**src/rtl/game_pkg.sv**
```systemverilog
// Shared types and widths for the game sequencer and its arbiter.
package game_pkg;

    localparam int unsigned SEED_W  = 4;
    localparam int unsigned MODE_W  = 2;
    localparam int unsigned DWELL_W = 4;
    localparam int unsigned HOLD_W  = 8;

    typedef logic [MODE_W-1:0] mode_t;

    typedef enum logic [1:0] {
        IDLE = 2'd0,
        LOAD = 2'd1,
        RUN  = 2'd2,
        OVER = 2'd3
    } state_t;

endpackage

```
**src/rtl/rr_arb2.sv**
```systemverilog
// Two-requester round-robin arbiter; bit 0 is player A, bit 1 is player B.
module rr_arb2 (
    input  logic       clk,
    input  logic       rst_n,
    input  logic [1:0] req,
    input  logic       en,
    output logic [1:0] gnt
);

    // High when B took the most recent grant; reset value lets A win the first tie.
    logic last_b;

    always_comb begin
        gnt = 2'b00;
        if (en) begin
            if (req == 2'b11) begin
                gnt = last_b ? 2'b01 : 2'b10;
            end else begin
                gnt = req;
            end
        end
    end

    always_ff @(posedge clk or negedge rst_n) begin
        if (!rst_n) begin
            last_b <= 1'b1;
        end else if (en && (gnt != 2'b00)) begin
            last_b <= gnt[1];
        end
    end

endmodule

```
**src/rtl/game_sequencer.sv**
```systemverilog
// Sequences one full_game: seed load, mode changes by two arbitrated players,
// game-over detection and per-side score keeping.
module game_sequencer
    import game_pkg::*;
#(
    parameter int unsigned MIN_DWELL = 4,
    parameter int unsigned OVER_HOLD = 8,
    parameter int unsigned SCORE_W   = 4
) (
    input  logic              clk,
    input  logic              rst_n,
    input  logic              start,
    input  logic [SEED_W-1:0] start_seed,
    input  mode_t             start_mode,
    input  logic              a_req,
    input  mode_t             a_mode,
    output logic              a_gnt,
    input  logic              b_req,
    input  mode_t             b_mode,
    output logic              b_gnt,
    input  logic              gameover,
    input  logic              who,
    output logic              init,
    output logic [SEED_W-1:0] initial_val,
    output mode_t             control,
    output logic              busy,
    output logic              done,
    output logic              winner,
    output logic [SCORE_W-1:0] a_score,
    output logic [SCORE_W-1:0] b_score
);

    state_t              state, state_nxt;
    logic [DWELL_W-1:0]  dwell, dwell_d;
    logic [HOLD_W-1:0]   hold, hold_d;
    mode_t               control_d;
    logic [SEED_W-1:0]   initial_val_d;
    logic                winner_d;
    logic [SCORE_W-1:0]  a_score_d, b_score_d;
    logic                arb_en;
    logic [1:0]          arb_gnt;

    // Game over in the same cycle suppresses any grant.
    assign arb_en = (state == RUN) && !gameover && (dwell == DWELL_W'(MIN_DWELL));

    rr_arb2 u_arb (
        .clk   (clk),
        .rst_n (rst_n),
        .req   ({b_req, a_req}),
        .en    (arb_en),
        .gnt   (arb_gnt)
    );

    always_ff @(posedge clk or negedge rst_n) begin
        if (!rst_n) begin
            state <= IDLE;
        end else begin
            state <= state_nxt;
        end
    end

    always_comb begin
        state_nxt     = state;
        dwell_d       = dwell;
        hold_d        = hold;
        control_d     = control;
        initial_val_d = initial_val;
        winner_d      = winner;
        a_score_d     = a_score;
        b_score_d     = b_score;
        case (state)
            IDLE: begin
                if (start) begin
                    state_nxt     = LOAD;
                    initial_val_d = start_seed;
                    control_d     = start_mode;
                end
            end
            LOAD: begin
                state_nxt = RUN;
                dwell_d   = '0;
            end
            RUN: begin
                if (gameover) begin
                    state_nxt = OVER;
                    hold_d    = '0;
                    winner_d  = who;
                    if (who) begin
                        if (b_score != '1) b_score_d = b_score + SCORE_W'(1);
                    end else begin
                        if (a_score != '1) a_score_d = a_score + SCORE_W'(1);
                    end
                end else if (arb_gnt != 2'b00) begin
                    control_d = arb_gnt[0] ? a_mode : b_mode;
                    dwell_d   = '0;
                end else if (dwell != DWELL_W'(MIN_DWELL)) begin
                    dwell_d = dwell + DWELL_W'(1);
                end
            end
            OVER: begin
                if (hold == HOLD_W'(OVER_HOLD - 1)) begin
                    state_nxt = IDLE;
                end else begin
                    hold_d = hold + HOLD_W'(1);
                end
            end
            default: state_nxt = IDLE;
        endcase
    end

    // Outputs are registered from the next-state view so they align with the state they describe.
    always_ff @(posedge clk or negedge rst_n) begin
        if (!rst_n) begin
            dwell       <= '0;
            hold        <= '0;
            control     <= '0;
            initial_val <= '0;
            winner      <= 1'b0;
            a_score     <= '0;
            b_score     <= '0;
            init        <= 1'b0;
            busy        <= 1'b0;
            done        <= 1'b0;
            a_gnt       <= 1'b0;
            b_gnt       <= 1'b0;
        end else begin
            dwell       <= dwell_d;
            hold        <= hold_d;
            control     <= control_d;
            initial_val <= initial_val_d;
            winner      <= winner_d;
            a_score     <= a_score_d;
            b_score     <= b_score_d;
            init        <= (state_nxt == LOAD);
            busy        <= (state_nxt == LOAD) || (state_nxt == RUN);
            done        <= (state_nxt == OVER);
            a_gnt       <= arb_gnt[0];
            b_gnt       <= arb_gnt[1];
        end
    end

endmodule

```
**config.mk**
```make
export PLATFORM = sky130hd
export DESIGN_NAME = game_sequencer
export DESIGN_NICKNAME = d
export VERILOG_FILES = /design/src/rtl/game_pkg.sv /design/src/rtl/rr_arb2.sv /design/src/rtl/game_sequencer.sv
export SDC_FILE = /design/constraint.sdc
export NUM_CORES = 1
export LEC_CHECK = 0
export ABC_AREA = 1
export CAP_MARGIN = 20
export CORE_ASPECT_RATIO = 1.1
export CORE_MARGIN = 2
export CORE_UTILIZATION = 39
export CTS_CLUSTER_SIZE = 25
export DETAILED_ROUTE_END_ITERATION = 10
export DONT_BUFFER_PORTS = 1
export PLACE_DENSITY = 0.63
export REMOVE_ABC_BUFFERS = 1
export SETUP_SLACK_MARGIN = 0.1
export SLEW_MARGIN = 20
export SYNTH_ARGS = -nofsm -noshare
export SYNTH_HDL_FRONTEND = slang
export SYNTH_SLANG_ARGS = --single-unit
```
**constraint.sdc**
```tcl
create_clock -name clk -period 2.75 [get_ports clk]
set_input_delay 0.4125 -clock clk [delete_from_list [all_inputs] [get_ports clk]]
set_output_delay 0.4125 -clock clk [all_outputs]
set_load 0.005 [all_outputs]
```
==> metrics.md, run 1 <==
| Metric | Value |
|---|---|
| Worst path cell trace | inv_1, ha_1, nand2_2, inv_2, nor2_1, o21ai_0, and2_1, ha_1, inv_1 |
| Clock transition at path regs | 70 ps |
| Share of the synthesized area in the top cell type | 44.13% |
| Combined global-route utilization of all metal layers | approximately 15% |
| Final number of max-transition violations | 0 |
| PD cells | roughly 860 mW/mm^2 |
| Iteration count of the initial detailed-routing pass | 4 |
| WHS Path Cells | 2 |
| Largest net degree at the start of global routing | 36 |
| H-Tree Depth | 2 |
| Cell row count | 26 |
| Maximum clock frequency | 524.6 MHz |
| CP max stage cell | sky130_fd_sc_hd__dfrtp_1 |
| Maximum fanout along the worst path | 8 |
| Area Overhead vs Synth | 9.799% |
| Initial antenna violation count | 0 |
| Initial drt markers | 85 |
| Worst Clk Skew | 5.884 ps |
| Wire length after detailed routing | 3722 microns |
| Top cells by area in the synthesized netlist | sky130_fd_sc_hd__dfrtp_1 (44%), sky130_fd_sc_hd__nand2_1 (11%), sky130_fd_sc_hd__ha_1 (6.5%), sky130_fd_sc_hd__nand3_1 (6.2%), sky130_fd_sc_hd__inv_1 (5.1%) |
| Number of cells upsized or downsized after cts | 0 |
| Total negative slack | 0 ps |
| RSZ-0062 raised after global routing | false |
| Biggest cell delay along the critical path | 410 ps |
| Antenna violation net count after detailed routing | 0 |
| Global-route wire length before repair | 6417 microns |
| Root buffer selected by CTS | sky130_fd_sc_hd__clkbuf_8 |
| Hold WC Path Type | in2reg |
| Minimum period implied by the final worst setup slack | 1906 ps |
| Antenna cell count | 0 |
| Synth Flop Type | sky130_fd_sc_hd__dfrtp_1 |
| Final worst hold slack | 232.0 ps |
| Total DRC errors in the routed layout | 0 |
| Share of synthesized area occupied by flip-flops and latches | a little under half |
| Origin of the worst min-delay path | start_seed[2] |
| Slack of the worst reg-to-reg path | 840 ps |
| Total grt overflow | 0 |
| Starting density of the core | approximately two fifths |
| Netlist area before placement | 0.001928 sq mm |
| Total via count in the routed design | 1,429 |
| Via count of the first global-routing pass | approximately 1,400 |
| Number of enable-type register cells in the synthesized netlist | 0 |
| Core Region | between 0.004 and 0.005 sq mm |
| CTS Buffer Depth | 2 |
| Number of synthesized register bits | 35 |
| Cell count after synthesis | roughly 230 |
| Max-Cap Viols | 0 |
| CTS tree | built |
| Fraction of registers with async set or reset after synthesis | 100.0% |
| Post-DP HPWL | 2790 microns |
| Vias/cell | a little under 5 |
| Total Die Area | 0.005523 sq mm |
| Count of synthesis-stage warnings from yosys | 0 |
| Run status | complete, no violations |
| Die width | 71.04 microns |
| Worst-case vdd ir drop | 504.8 uV |
| Classification of the worst setup path | reg2reg |
| Total setup violations reported at the end of the flow | 0 |
| Worst slew margin relative to its limit | 78.70% |
| Period utilisation layout | a little under 70% |
| Number of ports placed on the die boundary | 37 |
| IO Port Bufs | 0 |
| Hold violation total from the final report | 0 |
| Wire length per cell | approximately 13 microns |
| Worst reg2reg startpoint | state[0] |
| Worst-margin pin slew | between 300 and 400 ps |
| Netlist cell types | 26 |
| Sink Count | 35 |
| Final GP Congestion | 0.7763 |
| Data arrival at the endpoint of the critical path | 2140 ps |
| Library cell with the largest summed area after synthesis | sky130_fd_sc_hd__dfrtp_1 |
| Startpoint type of the worst setup path | flop |
| Vert. Die Dim | slightly below 80 microns |
| Nets | 264 |
| Top-count cell post-synth | sky130_fd_sc_hd__nand2_1 |
| Destination of the worst hold path | initial_val[2] |
| Required arrival time at the worst endpoint | approximately 3000 ps |
| Endpoint class of the critical path | flop |
| FF-to-FF path depth | 9 |
| Setup bufs post-CTS | 0 |
| R2r endpoint | busy |
| TritonCTS Buffers | 5 |
| Static leakage power | 1.121 nW |
| Most used standard cells in the synthesized netlist | sky130_fd_sc_hd__nand2_1 (59), sky130_fd_sc_hd__dfrtp_1 (34), sky130_fd_sc_hd__inv_1 (26), sky130_fd_sc_hd__nand3_1 (24), sky130_fd_sc_hd__nor2_1 (22) |
| Ratio of cells with drive above 1 in the final layout | 12.61% |
| Insertion delay to the later sink of the worst-skew pair | 290 ps |
| Mean Syn Cell Area | about 8.4 sq um |
-- how the worst max path moves through the flow --
stage / end / startpoint / slack [ps] / cells past startpoint
3_5_place_dp: busy / state[0] / 850 / 9
4_1_cts: busy / state[0] / 840 / 9
2_1_floorplan: busy / state[0] / 1050 / 9
6_report: busy / state[0] / 840 / 9
5_1_grt: busy / state[0] / 660 / 9
3_3_place_gp: busy / state[0] / 930 / 9
-- logic make-up (layout without fill, tap and decap cells) --
group	count (synthesis)	after routing	synth area share, %
simple gates	128	128	31.73
flops	35	35	45.49
buf+inv	31	40	6.424
compound gates	12	12	3.699
xor+xnor	11	11	4.997
fa+ha+maj	10	10	6.489
mux	2	2	1.168
-- layout by cell type, fill, tap and decap left out, drive strengths merged --
cell type,instances
ha,10
clkbuf,8
o211ai,1
o21ai,6
a21oi,3
nand2,66
dfrtp,34
buf,1
and2,1
nand4,5
xnor2,6
xor2,5
nand3,27
dfstp,1
mux2,2
o21bai,2
nor3,1
nor2,28
inv,30
dlygate4sd3,1
-- cell type report --
class / instances / area, sq um
fillers: 463 / 2600
well taps: 56 / 70.07
clock buffers: 8 / 100.1
repair buffers: 2 / 30.03
flip-flops and latches: 35 / 877.1
inverters: 30 / 112.6
multi-input cells: 163 / 927.1
-- registers in the layout, indices dropped and copies added, names as in the netlist, 2 cells and up --
register	cells
state	2
control	2
b_score	4
initial_val	4
a_score	4
dwell	4
hold	8
-- metal layers --
metal	wire length [microns]	vias up	global-route usage [%]
li1	-	740	-
met1	1674	654	18.36
met2	1790	31	23.74
met3	223	4	5.325
met4	34	0	5.660
met5	0	-	0
-- power breakdown --
group | leakage (nW) | switching [W] | total [W] | internal, W
logic | 0.616 | 0.000381 | 0.000601 | 0.000220
clock network | 0.0515 | 0.000183 | 0.000411 | 0.000229
registers | 0.454 | 0.000141 | 0.000809 | 0.000668
total | 1.12 | 0.000705 | 0.00182 | 0.00112
-- metrics by stage --
step | setup WS, ps | std cells | area (sq um) | util (%) | power, W
floorplan | 1050 | 228 | 1917 | - | 0.001269
global placement | 927.9 | 284 | 1987 | 42.12 | 0.001404
detailed placement | 846.7 | 284 | 1987 | 42.12 | 0.001417
CTS | 838.2 | 294 | 2117 | 44.88 | 0.001857
global route | 664.5 | 294 | 2117 | 44.88 | 0.001996
finish | 843.6 | 294 | 2117 | 44.88 | 0.001821
-- what timing repair did --
item / 4_1_cts / 5_1_grt
endpoints found under the setup margin: 0 / 0
hold endpoints to repair: 35 / 0
hold buffers: 2 / 0
-- critical path: cells and delay by family (launching register included) --
| family | cells | cell delay, ps |
|---|---|---|
| adders and majority gates | 2 | 580 |
| DFF | 1 | 410 |
| and+or+nand+nor | 3 | 370 |
| buffers and inverters | 3 | 300 |
| AOI/OAI and AO/OA | 1 | 190 |
(Power assumes the default switching activity.)
==> run 2, diff against run 1 <==
PLACE_DENSITY = 0.65   (was 0.63)
clock period = 1.7 ns   (was 2.75 ns; I/O delays follow)
==> metrics.md, run 2 (synthesis gave the netlist of run 1 again) <==
| Metric | Value |
|---|---|
| Cell Count, Final, Fillers Out | 307 (+4.4%) |
| Insertion delay to the later sink of the worst-skew pair | 280 ps (about the same) |
| Total setup violations reported at the end of the flow | 0 (unchanged) |
| Number of ports placed on the die boundary | 37 (unchanged) |
| Worst slew margin relative to its limit | 81.26% (+2.6 points) |
| Antenna cell count | 0 (unchanged) |
| Biggest cell delay along the critical path | 410 ps (about the same) |
| Endpoint class of the critical path | flop |
| Total grt overflow | 0 (unchanged) |
| Total via count in the routed design | 1,506 (+5.4%) |
| Clock transition at path regs | 70 ps (about the same) |
| Largest net degree at the start of global routing | 36 (unchanged) |
| Clock network fraction of design power | 17.7% (-4.9 points) |
| IO Port Bufs | 0 (unchanged) |
| Period utilisation layout | 90.54% (+21 points) |
| Cell row count | 26 (unchanged) |
| Total Die Area | 0.005523 sq mm (unchanged) |
| PD cells | 1396 mW/mm^2 (+62%) |
| CP max stage cell | sky130_fd_sc_hd__dfrtp_1 |
| Kind of cell adding the most delay to the critical path | flip-flops |
| Via count of the first global-routing pass | 1,468 (+1.9%) |
| Initial antenna violation count | 0 (unchanged) |
| Worst Clk Skew | 6.730 ps (+0.8460 ps) |
| Worst-margin pin slew | 280.4 ps (-39.12 ps) |
| Register ranked first by flip-flop count | hold |
| Post-DP HPWL | 2745 microns (-1.6%) |
| Max FFs per register | 8 (unchanged) |
| Total DRC errors in the routed layout | 0 (unchanged) |
| Run status | complete, no violations |
| Final worst hold slack | 84.61 ps (-147.4 ps) |
| CTS tree | built |
| Minimum setup slack in the final design | 160.9 ps (-682.8 ps) |
| Required arrival time at the worst endpoint | 1920 ps (-1060 ps) |
| Hold WC Path Type | in2reg |
| Final GP Congestion | 0.8614 (+11%) |
| Static leakage power | 1.187 nW (+5.9%) |
| Storage cell area | 878.3 sq um (+0.14%) |
| Maximum clock frequency | 649.7 MHz (+24%) |
| H-Tree Depth | 2 (unchanged) |
| Minimum period implied by the final worst setup slack | 1539 ps (-367.2 ps) |
| RSZ-0062 raised after global routing | true |
| Nets | 277 (+4.9%) |
| Most frequent standard cell in the layout excluding fill and tap cells | sky130_fd_sc_hd__nand2_1 |
| Initial drt markers | 54 (-36%) |
| Ratio of cells with drive above 1 in the final layout | 23.11% (+11 points) |
| Final number of max-transition violations | 0 (unchanged) |
| Internal power | 0.001971 W (+77%) |
| Die width | 71.04 microns (unchanged) |
| Net switching power of the design | 0.001262 W (+79%) |
| Multi-input gate area in the final layout | 0.001036 sq mm (+12%) |
| Sink Count | 35 (unchanged) |
| Hold violation total from the final report | 0 (unchanged) |
| Root buffer selected by CTS | sky130_fd_sc_hd__clkbuf_8 |
| Starting density of the core | 40.88% (unchanged) |
| Global-route wire length before repair | 6527 microns (+1.7%) |
| Data arrival at the endpoint of the critical path | 1760 ps (-380 ps) |
| Combinational group share of total power | 41.2% (+8.2 points) |
| Wire length after detailed routing | 3810 microns (+2.4%) |
| Vias/cell | 4.906 (+0.93%) |
| Antenna violation net count after detailed routing | 0 (unchanged) |
| Area Overhead vs Synth | 20.12% |
| Wire length per cell | 12.41 microns (-2.0%) |
| Classification of the worst setup path | reg2reg |
| Number of filler cells placed in the layout | 425 (-8.2%) |
| Switching power share of the total | 39.03% (+0.34 points) |
| Worst-case vdd ir drop | 769.5 uV (+52%) |
| Number of placed instances, taps included | 291 (+2.5%) |
| CTS Buffer Depth | 2 (unchanged) |
| Sequential group share of total power | 41.1% (-3.3 points) |
| Vert. Die Dim | 77.75 microns (unchanged) |
| Post-Place Worst Slack | 64.25 ps (-782.5 ps) |
| Startpoint type of the worst setup path | flop |
| TritonCTS Buffers | 5 (unchanged) |
| Max-Cap Viols | 0 (unchanged) |
| Total negative slack | 0 ps (unchanged) |
| Crit path buffers/inverters | 3 (unchanged) |
| Core Region | 0.004717 sq mm (unchanged) |
| Maximum fanout along the worst path | 6 (-2) |
| Iteration count of the initial detailed-routing pass | 4 (unchanged) |
| Combined global-route utilization of all metal layers | 15.09% (+0.22 points) |
| Cell area reported after detailed placement | 0.002039 sq mm (+2.6%) |
| Worst path cell trace | inv_2, ha_4, nand2_4, inv_4, nor2_1, o21ai_1, and2_4, ha_1, inv_1 |
| Commonest cells after routing, fill and taps aside | sky130_fd_sc_hd__nand2_1 (58), sky130_fd_sc_hd__dfrtp_1 (33), sky130_fd_sc_hd__inv_1 (22), sky130_fd_sc_hd__nand3_1 (22), sky130_fd_sc_hd__nor2_1 (21) |
| Total non-filler cell area in the finished layout | 0.002316 sq mm (+9.4%) |
[run 2: cell types whose count changed in the layout (fill, tap and decap cells not counted), moves of 2 or more]
cell / change
sky130_fd_sc_hd__inv_1: -4
sky130_fd_sc_hd__ha_1: -4
sky130_fd_sc_hd__inv_2: +3
sky130_fd_sc_hd__buf_4: +12
sky130_fd_sc_hd__ha_4: +3
sky130_fd_sc_hd__nand2_2: -2
sky130_fd_sc_hd__o21ai_0: -2
sky130_fd_sc_hd__nand3_4: +2
sky130_fd_sc_hd__clkbuf_8: -2
sky130_fd_sc_hd__nand2_4: +2
sky130_fd_sc_hd__nand3_1: -2
[run 2: timing repair]
action / in CTS / in global routing
buffers inserted: 0 / 6
hold buffers: 2 / 0
pin swaps: 1 / 6
endpoints found under the setup margin: 7 / 15
cloned: 0 / 0
gates resized for setup: 9 / 22
endpoints found under the hold margin: 35 / 0
[run 2: power by group through the flow]
stage | registers, W | clock network, W | logic (W)
floorplan | 0.00127 | 0 | 0.000784
global placement | 0.00133 | 0 | 0.00104
detailed placement | 0.00133 | 0 | 0.00105
CTS | 0.00132 | 0.000603 | 0.00113
global route | 0.00137 | 0.000631 | 0.00154
finish | 0.00133 | 0.000573 | 0.00133
[run 2: area by class of cell]
class | instances | area share [%]
multi-input cells | 163 | 44.73
inverters | 30 | 4.970
repair buffers | 15 | 5.835
clock inverters | 1 | 0.2161
well taps | 56 | 3.025
clock buffers | 7 | 3.296
flip-flops and latches | 35 | 37.93
[run 2: metrics by stage]
stage | power, W | utilization (%)
floorplan | 0.002053 | -
global placement | 0.002369 | 43.24
detailed placement | 0.002381 | 43.24
CTS | 0.003048 | 46.02
global route | 0.003534 | 49.10
finish | 0.003233 | 49.10
[run 2: worst paths after layout]
kind / cells after the start / startpoint / slack (ps) / end
worst max-delay path: 9 / state[0] / 160 / busy
worst min-delay path: 2 / start_seed[2] / 80 / initial_val[2]
worst max register to register: 9 / state[0] / 160 / busy
worst min register to register: 2 / u_arb.last_b / 500 / u_arb.last_b
max in group asynchronous: 2 / rst_n / 1030 / u_arb.last_b
min in group asynchronous: 2 / rst_n / 420 / hold[3]
[run 2: layer usage]
metal  GRT usage (%)  vias up  part of all wire, %
met4           5.660        0                  1.7
met5               0        -                    0
met1           18.13      693                   43
li1                -      771                    -
met3           6.234        6                  7.1
met2           24.11       36                   48
==> run 3, diff against run 2 <==
CTS_CLUSTER_SIZE = 16   (was 25)
MAX_ROUTING_LAYER = met4   (was default)
==> metrics.md, run 3 (synthesis gave the netlist of run 1 again) <==
| Metric | Value |
|---|---|
| Run status | complete, no violations |
| CTS Buffer Depth | 2 (unchanged) |
| Data arrival at the endpoint of the critical path | 1760 ps (about the same) |
| Die width | 71.04 microns (unchanged) |
| Total via count in the routed design | 1,506 (unchanged) |
| Max-Cap Viols | 0 (unchanged) |
| Largest net degree at the start of global routing | 36 (unchanged) |
| Final GP Congestion | 0.8753 (+1.6%) |
| Initial antenna violation count | 0 (unchanged) |
| Clock transition at path regs | 70 ps (about the same) |
| Endpoint class of the critical path | flop |
| Vias/cell | 4.906 (unchanged) |
| Core Region | 0.004717 sq mm (unchanged) |
| Uppermost signal routing layer after detailed routing | met4 |
| Global-route wire length before repair | 6527 microns (unchanged) |
| Combinational group share of total power | 41.2% (about the same) |
| Cell row count | 26 (unchanged) |
| CTS tree | built |
| Antenna cell count | 0 (unchanged) |
| Minimum period implied by the final worst setup slack | 1539 ps (-0.05500 ps) |
| Switching power share of the total | 39.02% (about the same) |
| Total grt overflow | 0 (unchanged) |
| Clock network fraction of design power | 17.8% (about the same) |
| Routed met2 length | 1813 microns (-0.28%) |
| Period utilisation layout | 90.53% (about the same) |
| Commonest cells after routing, fill and taps aside | sky130_fd_sc_hd__nand2_1 (58), sky130_fd_sc_hd__dfrtp_1 (33), sky130_fd_sc_hd__inv_1 (22), sky130_fd_sc_hd__nand3_1 (22), sky130_fd_sc_hd__nor2_1 (21) |
| H-Tree Depth | 2 (unchanged) |
| Startpoint type of the worst setup path | flop |
| Wire length per cell | 12.40 microns (about the same) |
| Sink Count | 35 (unchanged) |
| Worst-margin pin slew | 280.4 ps (unchanged) |
| Final worst hold slack | 84.19 ps (-0.4184 ps) |
| Max FFs per register | 8 (unchanged) |
| Worst slew margin relative to its limit | 81.26% (unchanged) |
| Nets | 277 (unchanged) |
| Total negative slack | 0 ps (unchanged) |
| Static leakage power | 1.187 nW (unchanged) |
| Worst Clk Skew | 6.765 ps (+0.03486 ps) |
| Register ranked first by flip-flop count | hold |
| Hold violation total from the final report | 0 (unchanged) |
| PD cells | 1396 mW/mm^2 (about the same) |
| Maximum clock frequency | 649.7 MHz (about the same) |
| Total Die Area | 0.005523 sq mm (unchanged) |
| Via count of the first global-routing pass | 1,467 (-0.068%) |
| CP max stage cell | sky130_fd_sc_hd__dfrtp_1 |
| Crit path buffers/inverters | 3 (unchanged) |
| Hold WC Path Type | in2reg |
| Most frequent standard cell in the layout excluding fill and tap cells | sky130_fd_sc_hd__nand2_1 |
| Iteration count of the initial detailed-routing pass | 4 (unchanged) |
| Ratio of cells with drive above 1 in the final layout | 23.11% (unchanged) |
| Total setup violations reported at the end of the flow | 0 (unchanged) |
| Total length of routed met3 wires | 267 microns (-0.74%) |
| Internal power | 0.001971 W (about the same) |
| Worst-case vdd ir drop | 770.9 uV (+0.17%) |
| Net switching power of the design | 0.001261 W (about the same) |
| Insertion delay to the later sink of the worst-skew pair | 280 ps (about the same) |
| Total DRC errors in the routed layout | 0 (unchanged) |
| Starting density of the core | 40.88% (unchanged) |
| Initial drt markers | 54 (unchanged) |
| Worst path cell trace | inv_2, ha_4, nand2_4, inv_4, nor2_1, o21ai_1, and2_4, ha_1, inv_1 |
| Post-DP HPWL | 2745 microns (unchanged) |
| Root buffer selected by CTS | sky130_fd_sc_hd__clkbuf_8 |
| Vert. Die Dim | 77.75 microns (unchanged) |
| Sum of routed wire segments on met1 | 1662 microns (+0.30%) |
| Area Overhead vs Synth | 20.12% (unchanged) |
| Kind of cell adding the most delay to the critical path | flip-flops |
| Biggest cell delay along the critical path | 410 ps (about the same) |
| Required arrival time at the worst endpoint | 1920 ps (about the same) |
| RSZ-0062 raised after global routing | true |
| Classification of the worst setup path | reg2reg |
| Number of ports placed on the die boundary | 37 (unchanged) |
| Final number of max-transition violations | 0 (unchanged) |
| Number of filler cells placed in the layout | 425 (unchanged) |
| IO Port Bufs | 0 (unchanged) |
| TritonCTS Buffers | 5 (unchanged) |
| Sequential group share of total power | 41.0% (about the same) |
| Wire length after detailed routing | 3808 microns (about the same) |
| Maximum fanout along the worst path | 6 (unchanged) |
| Combined global-route utilization of all metal layers | 15.51% (+0.42 points) |
| Antenna violation net count after detailed routing | 0 (unchanged) |
[run 3: cell counts in the layout (fill, tap and decap cells not counted)]
Identical to the previous run, type by type.
[run 3: timing repair]
action                                 4_1_cts  5_1_grt
pin swaps                                    1        6
setup endpoints to repair                    7       15
setup buffers                                0        6
endpoints found under the hold margin       35        0
hold buffers                                 2        0
resized for setup                            9       22
[run 3: final cells by class]
| class | instances | area (sq um) | share of cell area (%) |
|---|---|---|---|
| inverter | 30 | 115.1 | 4.970 |
| multi-input combinational | 163 | 1036 | 44.73 |
| clock inverter | 1 | 5.005 | 0.2161 |
| tap | 56 | 70.07 | 3.025 |
| clock buffer | 7 | 76.32 | 3.296 |
| timing repair buffer | 15 | 135.1 | 5.835 |
| sequential | 35 | 878.3 | 37.93 |
[run 3: power by group through the flow]
| stage | registers (W) | logic, W | clock network [W] |
|---|---|---|---|
| floorplan | 0.00127 | 0.000784 | 0 |
| CTS | 0.00132 | 0.00113 | 0.000603 |
| global placement | 0.00133 | 0.00104 | 0 |
| global route | 0.00137 | 0.00154 | 0.000631 |
| detailed placement | 0.00133 | 0.00105 | 0 |
| finish | 0.00133 | 0.00133 | 0.000574 |
[run 3: path summary, 6_finish.rpt]
kind	depth (start not counted)	endpoint	slack [ps]	startpoint
min in group asynchronous	2	hold[3]	420	rst_n
worst min register to register	2	u_arb.last_b	500	u_arb.last_b
worst max register to register	9	busy	160	state[0]
worst max-delay path	9	busy	160	state[0]
max in group asynchronous	2	u_arb.last_b	1030	rst_n
worst min-delay path	2	initial_val[2]	80	start_seed[2]
[run 3: stage by stage]
step / instance area (sq um) / cells / worst slack (ps) / utilization (%) / total power (W)
final: 2316 / 307 / 160.9 / 49.10 / 0.003232
after global routing: 2316 / 307 / 80.79 / 49.10 / 0.003533
after CTS: 2171 / 301 / 94.94 / 46.02 / 0.003048
after detailed placement: 2039 / 291 / 64.25 / 43.24 / 0.002381
after global placement: 2039 / 291 / 89.02 / 43.24 / 0.002369
after floorplan: 1917 / 228 / 0.1091 / - / 0.002053
[run 3: per-layer routing]
layer  global-route usage (%)  vias to the layer above
li1                         -                      771
met1                    18.29                      695
met5                        -                        -
met3                    5.974                        6
met4                    5.660                        0
met2                    24.11                       34
